[src/rtl/tick_timer.sv]
// Programmable tick generator: periodic or one-shot pulse every max(period,1) clocks.
// Define TIMER_STEP_EN to add the `step` port for forced single ticks.
module tick_timer #(
  parameter int WIDTH = 24,
  parameter logic [WIDTH-1:0] DEFAULT_PERIOD = 24'd12_000_000
) (
  input  logic             clk,
  input  logic             rst,
  input  logic             start,
  input  logic             stop,
  input  logic             ena,
  input  logic             oneshot,
  input  logic             load,
  input  logic [WIDTH-1:0] period,
`ifdef TIMER_STEP_EN
  input  logic             step,
`endif
  output logic             output_pulse,
  output logic             running,
  output logic [WIDTH-1:0] count
);

  typedef enum logic [1:0] {
    IDLE,
    RUN,
    PAUSED
  } state_t;

  localparam logic [WIDTH-1:0] ONE = WIDTH'(1);

  state_t           state;
  logic [WIDTH-1:0] period_q;
  logic             mode_q;
  logic [WIDTH-1:0] last;

  // A zero period behaves as one, so the wrap point is 0 in both cases.
  assign last = (period_q == '0) ? '0 : period_q - ONE;

  assign running = (state != IDLE);

  always_ff @(posedge clk or negedge rst) begin
    if (!rst) begin
      state        <= IDLE;
      count        <= '0;
      period_q     <= DEFAULT_PERIOD;
      mode_q       <= 1'b0;
      output_pulse <= 1'b0;
    end else begin
      output_pulse <= 1'b0;
      if (stop) begin
        state <= IDLE;
        count <= '0;
      end else if (load) begin
        period_q <= period;
        count    <= '0;
`ifdef TIMER_STEP_EN
      end else if (step) begin
        output_pulse <= 1'b1;
        count        <= '0;
        if (state == RUN && mode_q) begin
          state <= IDLE;
        end
`endif
      end else if (start) begin
        state  <= RUN;
        count  <= '0;
        mode_q <= oneshot;
      end else begin
        unique case (state)
          IDLE: begin
            count <= '0;
          end
          RUN: begin
            if (!ena) begin
              state <= PAUSED;
            end else if (count == last) begin
              count        <= '0;
              output_pulse <= 1'b1;
              if (mode_q) begin
                state <= IDLE;
              end
            end else begin
              count <= count + ONE;
            end
          end
          PAUSED: begin
            if (ena) begin
              state <= RUN;
            end
          end
          default: begin
            state <= IDLE;
            count <= '0;
          end
        endcase
      end
    end
  end

endmodule
[config.mk]
export PLATFORM = sky130hd
export DESIGN_NAME = tick_timer
export DESIGN_NICKNAME = d
export VERILOG_FILES = /design/src/rtl/tick_timer.sv
export SDC_FILE = /design/constraint.sdc
export NUM_CORES = 1
export LEC_CHECK = 0
export ABC_AREA = 1
export CAP_MARGIN = 20
export CORE_MARGIN = 4
export CORE_UTILIZATION = 55
export DETAILED_ROUTE_END_ITERATION = 6
export GPL_TIMING_DRIVEN = 0
export PLACE_DENSITY = 0.86
export SLEW_MARGIN = 20
export SYNTH_ARGS = -nofsm -noshare
export SYNTH_HDL_FRONTEND = slang
export SYNTH_SLANG_ARGS = --single-unit
[constraint.sdc]
create_clock -name clk -period 2.8 [get_ports clk]
set_input_delay 0.56 -clock clk [delete_from_list [all_inputs] [get_ports clk]]
set_output_delay 0.56 -clock clk [all_outputs]
set_load 0.01 [all_outputs]
Word-level counts from Yosys, hierarchy flattened

Index checks and enable logic that the tools add are counted.

Flip-flop bits (word level): 52
Bits of input ports: 31
Output and inout port bits: 26
Logic and storage cells: 47

Multiplexer cells: 21
Reductions and logical operators: 7
Equal/unequal tests: 10
Add/subtract/negate cells: 2
Bitwise gates (word level): 2

Operator list:

| cell                    | number |
|---|---|
| $mux W24                | 6 |
| $pmux W24 S2            | 1 |
| $add A24 B1 Y24 const B | 1 |
| $eq A24 B24 Y1          | 1 |
| $logic_not A24 Y1       | 1 |
| $sub A24 B1 Y24 const B | 1 |
| $ne A5 B5 Y1 const B    | 3 |
| $mux W2                 | 7 |
| $ne A4 B4 Y1 const B    | 2 |
| $mux W1                 | 6 |
| $pmux W2 S3             | 1 |
| $reduce_and A5 Y1       | 1 |
| $reduce_and A2 Y1       | 2 |
| $ne A3 B3 Y1 const B    | 1 |
| $reduce_and A3 Y1       | 1 |
| $eq A2 B1 Y1 const B    | 1 |
| $eq A2 B2 Y1 const B    | 1 |
| $logic_not A2 Y1        | 1 |
| $ne A2 B2 Y1 const B    | 1 |
| $not A1 Y1              | 2 |
| $reduce_bool A2 Y1      | 1 |

Longest topological paths before layout

Word-level depth: 9
Gate-level depth with buffers: 20
Mapped depth without buffers: 20

Worst setup path after synthesis

Ideal clock, no wire load.

Path type: register to register
From: reg period_q[0]
To: reg count[10]
Arrival: 2123 ps
Cell stages (with the launch flop): 18
Data required time: 2658 ps
Setup slack: 536 ps
Library setup time: 142 ps
Path buffers: 2
Period minus slack after synthesis: 2264 ps
Cells stage by stage: dfrtp_1 -> inv_1 -> ha_1 -> nand2_2 -> nor2_8 -> nand3_4 -> buf_6 -> nand3_1 -> nand2_1 -> nor2_1 -> nand2_1 -> nor2_1 -> nand2_1 -> nor2_2 -> nand2_2 -> nand2_4 -> buf_12 -> o22ai_2

Cells in the longest elaborated chain, start to end: 9
Elaborated cells on any way between the ends: 10
Those cells by class: 1 x add/sub; 1 x eq/ne; 7 x mux; 1 x reduce/logical

RTL lines:

| item                                                 | RTL line | source |
|---|---|---|
| from (decl)                                          | 32       | `logic [WIDTH-1:0] period_q;` |
| from (signal assigned)                               | 54       | `period_q <= period;` |
| $sub A24 B1 Y24 or $logic_not A24 Y1 (tied branches) | 37       | `assign last = (period_q == '0) ? '0 : period_q - ONE;` |
| $mux W24 (*)                                         | 37       |  |
| $eq A24 B24 Y1 (*)                                   | 76       | `end else if (count == last) begin` |
| $mux W24 (*)                                         | 76       |  |
| $mux W24 (*)                                         | 74       | `if (!ena) begin` |
| $pmux W24 S2 (*)                                     | 69       | `unique case (state)` |
| $mux W24 (*)                                         | 64       | `end else if (start) begin` |
| $mux W24 (*)                                         | 53       | `end else if (load) begin` |
| $mux W24 (*)                                         | 50       | `if (stop) begin` |
| to (signal assigned)                                 | 83       | `count <= count + ONE;` |
| to (decl)                                            | 20       | `output logic [WIDTH-1:0] count` |

Every way passes the cells marked *; elsewhere a longest branch is shown, timed or not. The select of a mux whose other input is x is not followed.
A chain may end at the register's enable or synchronous reset.

Worst setup path after layout

From: reg period_q[0]
To: reg count[19]

The elaborated chain is that of the path after synthesis.

==> run_results.csv <==
group,metric,value,unit
place,dp_cells,712,
clock_tree,htree_levels,2,
pwr,ir_drop,0.184,mV
cells_and_area,design_area,4690,sq um
routing,drtIter0Drc,402,
cells_and_area,layout-drive-gt1-share,0.117,
setup_path,r2r-start,"period_q[0]",
timing,hold_viol,0,
timing,setup_violations,0,
routing,remaining_drc_errors,11,
logic_synthesis,synth_most_common_cell,"nand2_1",
clock_tree,cts_buffers,5,
logic_synthesis,yosysTopAreaCell,"dfrtp_1",
routing,drt_pre_antenna_iters,7,
place,dp_hpwl,8.63,mm
die,ios,57,
routing,vias_per_cell,5.71,
timing,fin_crit_sh,0.960,
logic_synthesis,synthArstFlopShare,1.00,
hold_path,hold_path.class,"in2async",
job,cap_violations,0,
cells_and_area,fin_nets,658,
grt,track_usage,0.265,
place,gp_congestion,1.03,
grt,grt_max_degree,53,
cells_and_area,fin_cells,722,
status,status,"finished with violations",
place,post-place-ws,0.100,ns
logic_synthesis,synth_edf_count,0,
grt,grt_pass1_wl,18.3,mm
logic_synthesis,yosysWarnings,0,
setup_path,r2r_setup_slack,0.11,ns
pwr,p_per_area,364,nW/um^2
setup_path,cp-end-kind,"flop",
die,fp.dieH,92.0,um
timing,relSlewSlack,0.532,
clock_tree,clock_path_buffers,2,
setup_path,r2r-end,"count[19]",
timing,rsz0062_at_grt,"no",
logic_synthesis,synth.distinct_cells,38,
clock_tree,clk_latency,0.31,ns
clock_tree,cts-root-buf,"clkbuf_8",
cells_and_area,diodes,0,
grt,antenna_found_initial,0,
grt,grt_pass1_vias,4027,
logic_synthesis,ys_seq_elements,52,
setup_path,worstPathRequired,2.97,ns
timing,slew_violations,0,
die,rows,30,
pwr,p_total,1.70,mW
timing,timing.fmax,372,MHz
logic_synthesis,synth_top_area_frac,0.271,
timing,fin_crit,2.69,ns
logic_synthesis,synth_seq_area_share,0.338,
setup_path,startpoint,"period_q[0]",
pwr,leakage,2.08,nW
routing,vias,4122,
die,start_util,0.569,
setup_path,critPathMaxFanout,10,
die,core,6830,sq um
timing,fin_hold_ws,0.269,ns
logic_synthesis,yosys-top-cells-count,"nand2_1 (155), nor2_1 (76), inv_1 (73)",
die,die_area,8470,sq um
timing,fin_ws,0.112,ns
logic_synthesis,synthTopCellsByArea,"dfrtp_1 (27%), nand2_1 (15%), nor2_1 (7.3%)",
logic_synthesis,avgSynthCellArea,6.94,sq um
clock_tree,cts_tree,"yes",
timing,fin_skew,0.0131,ns
grt,grt_overflow,0,
place,port_buffers,56,
setup_path,cp.arrival,2.86,ns
routing,avgRoutedWirePerCell,15.5,um
logic_synthesis,ys.flop_type,"dfrtp_1",
cells_and_area,area_growth,20.7,%
clock_tree,clkTransAtPathRegs,0.10,ns
clock_tree,cts.sinks,52,
logic_synthesis,synth.cell_area,3880,sq um
setup_path,crit_type,"reg2reg",
logic_synthesis,postSynthNetCount,593,
status,violations,"design-rule violations",
logic_synthesis,netlist_instances,560,
cells_and_area,fill_cells,617,
timing,tightest_slew,0.701,ns
place,place_area,4560,sq um
setup_path,reg2reg_depth,17,
setup_path,cp-start-kind,"flop",
routing,wl,11.2,mm
die,die_w,92.0,um
routing,drtAntennaViolNets,0,
==> power breakdown <==
part           switching [mW]  internal, mW
sequential             0.0540         0.815
clock                   0.255         0.198
combinational           0.234         0.149
==> critical path, stage by stage, from the launching register on <==
cell,delay (ns)
dfrtp_1,0.39
inv_2,0.12
ha_2,0.22
nand2_2,0.15
nor2_8,0.16
nand3_4,0.17
buf_6,0.19
nand3_1,0.10
nand2_1,0.07
nor2_1,0.10
nand2_1,0.06
nor2_1,0.12
nand2_1,0.11
nor2_4,0.15
nand2_2,0.10
nand2_4,0.13
buf_12,0.15
o22ai_2,0.06
==> final cells by class <==
cell class | count | area [sq um] | share of cell area
flip-flops and latches | 52 | 1310 | 0.280
clock inverters | 2 | 10.0 | 0.00214
inverters | 76 | 285 | 0.0608
multi-input cells | 420 | 2210 | 0.471
well taps | 96 | 120 | 0.0256
repair buffers | 58 | 573 | 0.122
plain buffers | 12 | 97.6 | 0.0208
clock buffers | 6 | 82.6 | 0.0176
==> cells in the final DEF (no fill, tap or decap), drive strengths merged, types with 3 or more instances in the layout <==
master           n
nor3             8
nor3b            3
nand2          159
nand4           26
inv             75
o22ai           21
nor2            85
nor4             3
dfrtp           42
o21ai           11
clkinv           3
dfstp           10
buf              8
a21oi           22
clkbuf          13
nand3           53
clkdlybuf4s50   55
mux2             4
xor2            16
==> metal layers <==
| layer | share of wire | vias to the layer above | GRT usage |
|---|---|---|---|
| met5 | 0 | - | 0 |
| met4 | 0.029 | 0 | 0.100 |
| met3 | 0.082 | 41 | 0.0459 |
| met2 | 0.48 | 232 | 0.437 |
| met1 | 0.41 | 1888 | 0.347 |
| li1 | - | 1961 | - |
==> how the worst max path moves through the flow <==
| stage | end | cells past startpoint |
|---|---|---|
| floorplan | count[10] | 17 |
| global placement | state[1] | 1 |
| detailed placement | count[3] | 17 |
| CTS | count[15] | 17 |
| global route | count[18] | 17 |
| finish | count[19] | 17 |
==> kinds of logic after synthesis <==
group           synth area share
xor+xnor                  0.0383
buf+inv                   0.0979
mux                       0.0116
fa+ha+maj                0.00644
compound gates             0.117
flops                      0.338
simple gates               0.391
==> metrics by stage <==
step,setup TNS (ns),util
2_1_floorplan,0,-
3_5_place_dp,0,0.668
3_3_place_gp,-13.23,0.668
4_1_cts,0,0.682
6_report,0,0.686
5_1_grt,0,0.686
==> state kept, by name, summed over array words and instances, names as in the netlist <==
register      cells
count            24
period_q         24
state             2
mode_q            1
output_pulse      1
==> what timing repair did <==
action	in CTS	in global routing
setup buffers	0	2
resized for setup	0	6
hold buffers	0	0
setup endpoints to repair	0	24
Note: power is estimated with default switching activity, not from simulation.
